[src/rtl/decode_pkg.sv]
// Shared opcode, ALU encodings and control-bundle decode for the ID stage.
// Pure definitions; no state.
package decode_pkg;

    localparam logic [6:0] OP_R   = 7'b0110011;
    localparam logic [6:0] OP_IMM = 7'b0010011;
    localparam logic [6:0] OP_LD  = 7'b0000011;
    localparam logic [6:0] OP_ST  = 7'b0100011;
    localparam logic [6:0] OP_BR  = 7'b1100011;

    localparam logic [1:0] ALUOP_ADD   = 2'b00;
    localparam logic [1:0] ALUOP_BR    = 2'b01;
    localparam logic [1:0] ALUOP_FUNCT = 2'b10;

    localparam logic [3:0] ALU_ADD = 4'b0010;
    localparam logic [3:0] ALU_SUB = 4'b0110;

    typedef struct packed {
        logic       alusrc;
        logic       mem2reg;
        logic       regwr;
        logic       memrd;
        logic       memwr;
        logic       branch;
        logic [1:0] aluop;
        logic [3:0] alu_ctrl;
        logic       illegal;
    } ctrl_t;

    function automatic ctrl_t decode_ctrl(input logic [31:0] inst);
        ctrl_t c;
        c = '0;
        case (inst[6:0])
            OP_R: begin
                c.regwr    = 1'b1;
                c.aluop    = ALUOP_FUNCT;
                c.alu_ctrl = {inst[30], inst[14:12]};
            end
            OP_IMM: begin
                c.regwr    = 1'b1;
                c.alusrc   = 1'b1;
                c.aluop    = ALUOP_FUNCT;
                // only shifts (funct3=101) use bit 30; elsewhere it is immediate data
                c.alu_ctrl = {inst[30] & (inst[14:12] == 3'b101), inst[14:12]};
            end
            OP_LD: begin
                c.alusrc   = 1'b1;
                c.mem2reg  = 1'b1;
                c.regwr    = 1'b1;
                c.memrd    = 1'b1;
                c.aluop    = ALUOP_ADD;
                c.alu_ctrl = ALU_ADD;
            end
            OP_ST: begin
                c.alusrc   = 1'b1;
                c.memwr    = 1'b1;
                c.aluop    = ALUOP_ADD;
                c.alu_ctrl = ALU_ADD;
            end
            OP_BR: begin
                c.branch   = 1'b1;
                c.aluop    = ALUOP_BR;
                c.alu_ctrl = ALU_SUB;
            end
            default: c.illegal = 1'b1;
        endcase
        return c;
    endfunction

    function automatic logic uses_rs1(input logic [6:0] op);
        return (op == OP_R) || (op == OP_IMM) || (op == OP_LD) || (op == OP_ST) || (op == OP_BR);
    endfunction

    function automatic logic uses_rs2(input logic [6:0] op);
        return (op == OP_R) || (op == OP_ST) || (op == OP_BR);
    endfunction

endpackage

[src/rtl/decode_regfile.sv]
// 2R1W architectural register file, x0 hardwired to zero; reads are combinational.
// Optional write-through from the write port to the read ports under DECODE_WB_BYPASS_EN.
// No backpressure: writes always land on the clock edge.
module decode_regfile #(
    parameter int XLEN  = 64,
    parameter int NREGS = 32,
    localparam int RAW  = $clog2(NREGS)
) (
    input  logic            clk,
    input  logic            rst_n,
    input  logic [RAW-1:0]  rs1_addr,
    input  logic [RAW-1:0]  rs2_addr,
    output logic [XLEN-1:0] rs1_data,
    output logic [XLEN-1:0] rs2_data,
    input  logic            wr_en,
    input  logic [RAW-1:0]  wr_addr,
    input  logic [XLEN-1:0] wr_data
);

    logic [XLEN-1:0] regs [NREGS];

    always_ff @(posedge clk or negedge rst_n) begin
        if (!rst_n) begin
            for (int i = 0; i < NREGS; i++) regs[i] <= '0;
        end else if (wr_en && (wr_addr != '0)) begin
            regs[wr_addr] <= wr_data;
        end
    end

    always_comb begin
        rs1_data = (rs1_addr == '0) ? '0 : regs[rs1_addr];
        rs2_data = (rs2_addr == '0) ? '0 : regs[rs2_addr];
`ifdef DECODE_WB_BYPASS_EN
        if (wr_en && (wr_addr != '0) && (wr_addr == rs1_addr)) rs1_data = wr_data;
        if (wr_en && (wr_addr != '0) && (wr_addr == rs2_addr)) rs2_data = wr_data;
`endif
    end

endmodule

[src/rtl/decode_stage_pipe.sv]
// ID stage: regfile read, control/immediate decode, registered ID/EX output (macro: DECODE_WB_BYPASS_EN).
// Latency: 1 cycle in_inst -> out_*; one bubble per dependent load.
// Backpressure: holds everything while out_valid & !out_ready; flush clears ID/EX regardless.
module decode_stage_pipe
    import decode_pkg::*;
#(
    parameter int XLEN  = 64,
    parameter int NREGS = 32,
    localparam int RAW  = $clog2(NREGS)
) (
    input  logic            clk,
    input  logic            rst_n,
    input  logic            flush,
    input  logic            in_valid,
    output logic            in_ready,
    input  logic [31:0]     in_inst,
    input  logic            wb_en,
    input  logic [RAW-1:0]  wb_rd,
    input  logic [XLEN-1:0] wb_data,
    output logic            out_valid,
    input  logic            out_ready,
    output logic [XLEN-1:0] out_rs1_data,
    output logic [XLEN-1:0] out_rs2_data,
    output logic [XLEN-1:0] out_imm,
    output logic [RAW-1:0]  out_rs1,
    output logic [RAW-1:0]  out_rs2,
    output logic [RAW-1:0]  out_rd,
    output logic [3:0]      out_alu_ctrl,
    output logic [1:0]      out_aluop,
    output logic            out_alusrc,
    output logic            out_mem2reg,
    output logic            out_regwr,
    output logic            out_memrd,
    output logic            out_memwr,
    output logic            out_branch,
    output logic            out_illegal
);

    logic [6:0]      opcode;
    logic [RAW-1:0]  rs1, rs2, rd;
    logic [XLEN-1:0] rs1_data, rs2_data, imm;
    ctrl_t           dec, out_ctrl;
    logic            hz, adv;

    assign opcode = in_inst[6:0];
    assign rd     = in_inst[7 +: RAW];
    assign rs1    = in_inst[15 +: RAW];
    assign rs2    = in_inst[20 +: RAW];
    assign dec    = decode_ctrl(in_inst);

    decode_regfile #(.XLEN(XLEN), .NREGS(NREGS)) u_regfile (
        .clk      (clk),
        .rst_n    (rst_n),
        .rs1_addr (rs1),
        .rs2_addr (rs2),
        .rs1_data (rs1_data),
        .rs2_data (rs2_data),
        .wr_en    (wb_en),
        .wr_addr  (wb_rd),
        .wr_data  (wb_data)
    );

    always_comb begin
        imm = '0;
        case (opcode)
            OP_IMM, OP_LD: imm = {{(XLEN-12){in_inst[31]}}, in_inst[31:20]};
            OP_ST:         imm = {{(XLEN-12){in_inst[31]}}, in_inst[31:25], in_inst[11:7]};
            OP_BR:         imm = {{(XLEN-13){in_inst[31]}}, in_inst[31], in_inst[7],
                                  in_inst[30:25], in_inst[11:8], 1'b0};
            default:       imm = '0;
        endcase
    end

    // Load in ID/EX whose destination the incoming instruction reads: data not ready until MEM.
    assign hz = out_valid & out_ctrl.memrd & (out_rd != '0) & in_valid &
                ((uses_rs1(opcode) & (rs1 == out_rd)) | (uses_rs2(opcode) & (rs2 == out_rd)));
    assign adv      = !out_valid | out_ready;
    assign in_ready = adv & !hz & !flush;

    always_ff @(posedge clk or negedge rst_n) begin
        if (!rst_n) begin
            out_valid    <= 1'b0;
            out_ctrl     <= '0;
            out_rs1_data <= '0;
            out_rs2_data <= '0;
            out_imm      <= '0;
            out_rs1      <= '0;
            out_rs2      <= '0;
            out_rd       <= '0;
        end else if (flush) begin
            out_valid <= 1'b0;
            out_ctrl  <= '0;
        end else if (adv) begin
            if (hz || !in_valid) begin
                out_valid <= 1'b0;
                out_ctrl  <= '0;
            end else begin
                out_valid    <= 1'b1;
                out_ctrl     <= dec;
                out_rs1_data <= rs1_data;
                out_rs2_data <= rs2_data;
                out_imm      <= imm;
                out_rs1      <= rs1;
                out_rs2      <= rs2;
                out_rd       <= rd;
            end
        end
    end

    assign out_alusrc   = out_ctrl.alusrc;
    assign out_mem2reg  = out_ctrl.mem2reg;
    assign out_regwr    = out_ctrl.regwr;
    assign out_memrd    = out_ctrl.memrd;
    assign out_memwr    = out_ctrl.memwr;
    assign out_branch   = out_ctrl.branch;
    assign out_aluop    = out_ctrl.aluop;
    assign out_alu_ctrl = out_ctrl.alu_ctrl;
    assign out_illegal  = out_ctrl.illegal;

endmodule

[config.mk]
export PLATFORM = sky130hd
export DESIGN_NAME = decode_stage_pipe
export DESIGN_NICKNAME = d
export VERILOG_FILES = /design/src/rtl/decode_pkg.sv /design/src/rtl/decode_regfile.sv /design/src/rtl/decode_stage_pipe.sv
export SDC_FILE = /design/constraint.sdc
export NUM_CORES = 2
export LEC_CHECK = 0
export CAP_MARGIN = 20
export CORE_MARGIN = 10
export CORE_UTILIZATION = 46
export CTS_CLUSTER_DIAMETER = 200
export DETAILED_ROUTE_END_ITERATION = 12
export PLACE_DENSITY_LB_ADDON = 0.1
export SYNTH_ARGS = -nofsm -noshare
export SYNTH_HDL_FRONTEND = slang
export SYNTH_SLANG_ARGS = --single-unit
export TNS_END_PERCENT = 10
[constraint.sdc]
create_clock -name clk -period 7 [get_ports clk]
set_input_delay 1.4 -clock clk [delete_from_list [all_inputs] [get_ports clk]]
set_output_delay 1.4 -clock clk [all_outputs]
set_load 0.005 [all_outputs]
Yosys cells after proc, flatten, opt, wreduce, memory -nomap -nowiden
Index checks and enable logic that the tools add are counted.
{"block": "totals", "in_bits": 107, "out_inout_bits": 222, "wordCells": 125, "ff_bits": 2269}
{"block": "op_classes", "order_cmp": 4, "reduce_logical": 24, "mux": 25, "eq_ne": 8, "bitwise": 16}
{"op": "2048-bit bitwise mux", "n": 1}
{"op": "64-bit binary-select mux with 5-bit select", "n": 2}
{"op": "64-bit two-way mux", "n": 7}
{"op": "64-bit demux with 5-bit select", "n": 1}
{"op": "64-bit case mux with 3 select lines", "n": 1}
{"op": "13-bit two-way mux", "n": 3}
{"op": "6-bit case mux with 4 select lines", "n": 1}
{"op": "6-bit >= comparator (second input constant)", "n": 3}
{"op": "5-bit inverter with 6-bit output", "n": 3}
{"op": "7-bit by 6-bit == test with 1-bit output (second input constant)", "n": 2}
{"op": "5-bit == test", "n": 2}
{"op": "5-bit logical NOT", "n": 2}
{"op": "5-bit nonzero test", "n": 2}
{"op": "1-bit bitwise AND", "n": 9}
{"op": "1-bit two-way mux", "n": 9}
{"op": "7-bit by 2-bit == test with 1-bit output (second input constant)", "n": 1}
{"op": "7-bit by 5-bit == test with 1-bit output (second input constant)", "n": 1}
{"op": "7-bit == test (second input constant)", "n": 1}
{"op": "1-bit logical OR", "n": 7}
{"op": "6-bit by 1-bit less-than comparator with 1-bit output (second input constant)", "n": 1}
{"op": "3-bit OR reduction", "n": 2}
{"op": "5-bit OR reduction", "n": 1}
{"op": "1-bit logical NOT", "n": 4}
{"op": "2-bit OR reduction", "n": 2}
{"op": "other kinds (6)", "n": 9}

Depth between registers and ports, before layout
{"block": "logic_depth", "depth_word": 12, "depth_mapped": 11, "mapped_depth_nobuf": 6}

Cells and area by module
A second synthesis with hierarchy kept.
{"block": "unflattened", "cells_unflattened": 7367, "area_unflattened_um2": 115006.6}
{"mod": "decode_regfile", "area_each_um2": 107884.7, "cells_each": 6878, "n_inst": 1, "seq_area_each_um2": 51249.2}
{"mod": "decode_stage_pipe", "area_each_um2": 7121.8, "cells_each": 489, "n_inst": 1, "seq_area_each_um2": 4229.1}

Worst setup path after synthesis
No wires, ideal clock.
{"block": "synth_path", "kind": "in2out", "from": "input port in_inst[24]", "to": "output port in_ready", "path_buffers": 3, "arrival_time_ns": 2.772, "stages": 8, "setup_slack_ns": 2.828, "t_required_ns": 5.600, "path_cell_list": "buf_2 -> xor2_1 -> nor4_1 -> nand4_1 -> a211oi_2 -> buf_4 -> clkbuf_1 -> nor3_1"}
{"block": "synth_via", "elab_chain_len": 7}
{"element": "from (decl)", "line_no": "decode_stage_pipe.sv:16", "rtl": "input logic [31:0] in_inst,"}
{"element": "5-bit == test", "line_no": "decode_stage_pipe.sv:76", "rtl": "((uses_rs1(opcode) & (rs1 == out_rd)) | (uses_rs2(opcode) & (rs2 == out_rd)));"}
{"element": "1-bit bitwise AND", "line_no": "decode_stage_pipe.sv:76"}
{"element": "1-bit bitwise OR", "line_no": "decode_stage_pipe.sv:76"}
{"element": "1-bit bitwise AND", "line_no": "decode_stage_pipe.sv:75", "rtl": "assign hz = out_valid & out_ctrl.memrd & (out_rd != '0) & in_valid &"}
{"element": "1-bit logical NOT", "line_no": "decode_stage_pipe.sv:78", "rtl": "assign in_ready = adv & !hz & !flush;"}
{"element": "1-bit bitwise AND (2 in a row)", "line_no": "decode_stage_pipe.sv:78"}
{"element": "to (decl)", "line_no": "decode_stage_pipe.sv:15", "rtl": "output logic in_ready,"}
No other way between the ends.

Final worst setup path
{"block": "layout_path", "from": "input port in_inst[1]", "to": "output port in_ready"}
{"block": "layout_via", "elab_chain_len": 11, "elab_cells_between_ends": 18}
{"element": "7-bit by 6-bit == test with 1-bit output / 7-bit by 5-bit == test with 1-bit output (equally long branches)", "line_no": "decode_pkg.sv:71, decode_pkg.sv:75"}
{"element": "1-bit logical OR (4 in a row)", "line_no": "decode_pkg.sv:71", "rtl": "return (op == OP_R) || (op == OP_IMM) || (op == OP_LD) || (op == OP_ST) || (op == OP_BR);"}
{"element": "1-bit bitwise AND", "line_no": "decode_stage_pipe.sv:76"}
{"element": "1-bit bitwise OR (*)", "line_no": "decode_stage_pipe.sv:76"}
{"element": "1-bit bitwise AND (*)", "line_no": "decode_stage_pipe.sv:75"}
{"element": "1-bit logical NOT (*)", "line_no": "decode_stage_pipe.sv:78"}
{"element": "1-bit bitwise AND (*) (2 in a row)", "line_no": "decode_stage_pipe.sv:78"}
Every way passes the cells marked *; elsewhere a longest branch is shown, timed or not.

==> flow_summary.ini <==
[timing]
relSlewSlack_pct = 16.5
fmax_ghz = 0.206
fin_crit_ns = 4.85
setup_tns_ns = 0
setup_viol = 0
skew_ns = 0.0308
finalHoldViolCount = 0
worst_slew_pin_slew_ns = 1.25
drv_slew = 0
whs_ns = 0.394
rsz0062_at_grt = false
fin_crit_sh_pct = 69.3

[clocking]
clockBufferDepth = 3
cts_max_level = 4
cts-root-buf = clkbuf_16
path_clk_slew_ns = 0.06
clk-insertion-delay-late_ns = 0.91
cts-resized-gates = 0
cts_post_setup_buffers_inserted = 0
cts_tree = built
numCtsBuffers = 241
numClockSinks = 2217
cts_hold_buf = 0

[pwr]
peakVddDrop_v = 0.000241
pwr-share-seq_pct = 45.3
p_leak_uw = 0.0549
power.switching_uw = 10200
cellPowerDensity_mw_per_mm2 = 294
switching_share_pct = 27.0
p_clk_share_pct = 34.6
power_frac_comb_pct = 20.1
p_int_uw = 27700
power_uw = 37900

[yosys]
yosysWarnings = 0
synth_simple_gate_area_share_pct = 0.920
synth-compound-area-share_pct = 3.31
ys_seq_area_share_pct = 48.5
synth_edf_count = 0
ys_types = 53
muxShareOfSynthArea_pct = 43.7
ys_ff_latch = 2217
synth_fp_nets = 7392
yosys.area_share.adder_pct = 0
async_reset_ff_share_pct = 100
synth_top_family_by_area = multiplexers
synth_cells = 7285
synth_ff_type = dfrtp_1
syn_avg_cell_area_um2 = 15.7
synthesis.area_mm2 = 0.114
synthXorXnorAreaFrac_pct = 0.0765

[hold_path]
hp-class = register to register

[floorplanning]
die_w_um = 519
start_util_pct = 46.1
num_rows = 183
coreArea_mm2 = 0.248
die_y_um = 519
dieArea_mm2 = 0.269
io_pins = 329

[place]
placed_cell_area_mm2 = 0.120
post-dp-hpwl_mm = 215
gp_congestion = 0.792
portBuffers = 328

[routing]
drc = 0
wl_per_cell_um = 35.7
dr_total_vias = 70600
routed_via_density = 6.59
drtIter0Drc = 6275
drt-total-wl_mm = 383
dr.pass1.iters = 7
ant_nets = 0

[run_status]
status = finished clean

[global_routing]
globalRouteOverflowTotal = 0
grt.total_usage_pct = 27.9
grt_pass1_wl_mm = 554
grt_start_max_net_pins = 163
grt_pass1_vias = 74100
antenna_found_initial = 27

[layout]
num-fill-cells = 20500
nets = 7275
stdcell_area_mm2 = 0.129
area_growth_pct = 12.7
postLayoutCoreUtil_pct = 52.0
drive_gt1_share_pct = 50.7

[setup_path]
critPathArrivalTime_ns = 3.45
cp.required_ns = 5.60
criticalPathCategory = primary input to output port
cp-end-kind = output port
critPathMaxFanout = 6
start_kind = primary input

[job]
maxCapViolCount = 0
## final timing paths
check | from | depth (start not counted) | slack [ns] | endpoint
worst max register to register | out_rd[1] | 7 | 3.34 | out_rs2_data[20]
worst max-delay path | in_inst[1] | 7 | 2.15 | in_ready
worst min register to register | u_regfile.regs[2012] | 0 | 0.39 | u_regfile.regs[2012]
worst min-delay path | u_regfile.regs[2012] | 0 | 0.39 | u_regfile.regs[2012]
min in group asynchronous | rst_n | 1 | 0.48 | u_regfile.regs[1668]
max in group asynchronous | rst_n | 2 | 4.94 | u_regfile.regs[1895]
## per-layer routing
| layer | up-vias | routed length (um) | global-route usage [%] |
|---|---|---|---|
| met5 | - | 97 | 0 |
| met4 | 14 | 14400 | 9.43 |
| met3 | 720 | 26100 | 5.63 |
| met2 | 2662 | 181000 | 44.5 |
| met1 | 39100 | 162000 | 38.5 |
| li1 | 28000 | - | - |
## metrics by stage
stage / setup WS, ns / instances
global placement: 1.90 / 10200
floorplan: 2.83 / 7285
global route: 1.99 / 10700
CTS: 2.12 / 10700
detailed placement: 1.97 / 10200
finish: 2.15 / 10700
## Yosys cell counts, types with 6 or more instances
| cell | instances | area, um2 |
|---|---|---|
| dfrtp_1 | 2217 | 55500 |
| nor3_1 | 18 | 90.1 |
| clkbuf_1 | 548 | 2060 |
| a21oi_1 | 50 | 250 |
| a221o_1 | 24 | 240 |
| o2bb2ai_1 | 81 | 709 |
| o21ai_0 | 25 | 125 |
| a22oi_1 | 114 | 856 |
| xor2_1 | 7 | 61.3 |
| nand2_1 | 53 | 199 |
| inv_1 | 11 | 41.3 |
| a221oi_1 | 6 | 52.6 |
| mux2i_1 | 342 | 3420 |
| nand2b_1 | 12 | 75.1 |
| buf_4 | 88 | 661 |
| a22o_1 | 22 | 193 |
| o221ai_1 | 9 | 78.8 |
| a31oi_1 | 9 | 56.3 |
| nor2b_1 | 12 | 75.1 |
| buf_1 | 26 | 97.6 |
| o22ai_1 | 106 | 663 |
| a32o_1 | 43 | 430 |
| mux2_2 | 2050 | 23100 |
| nor2_1 | 90 | 338 |
| buf_6 | 10 | 113 |
| mux4_2 | 1041 | 23400 |
| and2_1 | 10 | 62.6 |
| buf_2 | 204 | 1020 |
## logic make-up after synthesis
| kind of cell | count (synthesis) |
|---|---|
| flip-flops | 2217 |
| AND/OR/NAND/NOR | 224 |
| buffers and inverters | 897 |
| multiplexers | 3434 |
| XOR/XNOR | 10 |
| AO/OA/AOI/OAI | 503 |
## power groups by stage
stage	Combinational, uW	Sequential [uW]	Clock, uW
after detailed placement	7610	17300	0
after CTS	7630	17100	13400
final	7610	17200	13100
after global placement	7450	17200	0
after global routing	8160	17400	13900
after floorplan	5590	16600	0
## state kept, by name (all words and copies together), names as in the netlist
name / flops
out_imm: 13
out_alusrc: 1
u_regfile.regs: 2048
out_illegal: 1
out_rs2_data: 64
out_branch: 1
out_rs1: 5
out_valid: 1
out_rs1_data: 64
out_rs2: 5
out_memwr: 1
out_rd: 5
out_aluop: 2
out_alu_ctrl: 4
out_regwr: 1
out_mem2reg: 1
## layout by cell type (no fill, tap or decap), types with 7 or more instances in the layout
cell type / count
nor2b_1: 9
clkdlybuf4s50_1: 317
clkbuf_1: 65
a221o_1: 24
o21ai_0: 25
a22o_1: 22
a32o_1: 43
clkbuf_8: 67
a31oi_1: 9
xor2_1: 7
diode_2: 10
buf_4: 117
clkinv_2: 36
nand2_1: 37
nor2_1: 71
buf_12: 56
nand2b_1: 9
mux4_2: 1041
nor2_4: 18
inv_1: 11
mux2i_1: 342
and2_1: 9
inv_6: 7
o22ai_1: 106
nor3_1: 17
nand2_4: 11
dfrtp_1: 2217
o221ai_1: 9
mux2_2: 2050
buf_16: 16
a22oi_1: 114
bufinv_16: 17
a21oi_1: 50
clkbuf_16: 252
o2bb2ai_1: 81
## worst max-delay path, cell delays in order
cell,delay [ns]
clkdlybuf4s50_1,0.52
nand4bb_1,0.33
a21oi_1,0.28
nand4_1,0.17
a211oi_4,0.20
nor3_1,0.08
clkdlybuf4s50_1,0.46
## area by class of cell
type | count | area [um2] | share of cell area (%)
Multi-Input combinational cell | 4171 | 55300 | 42.8
Clock inverter | 66 | 851 | 0.659
Inverter | 15 | 68.8 | 0.0533
Timing Repair Buffer | 522 | 5910 | 4.58
Tap cell | 3330 | 4170 | 3.23
Clock buffer | 376 | 7280 | 5.64
Antenna cell | 10 | 25.0 | 0.0194
Sequential cell | 2217 | 55500 | 43.0
Note: power is estimated with default switching activity, not from simulation.
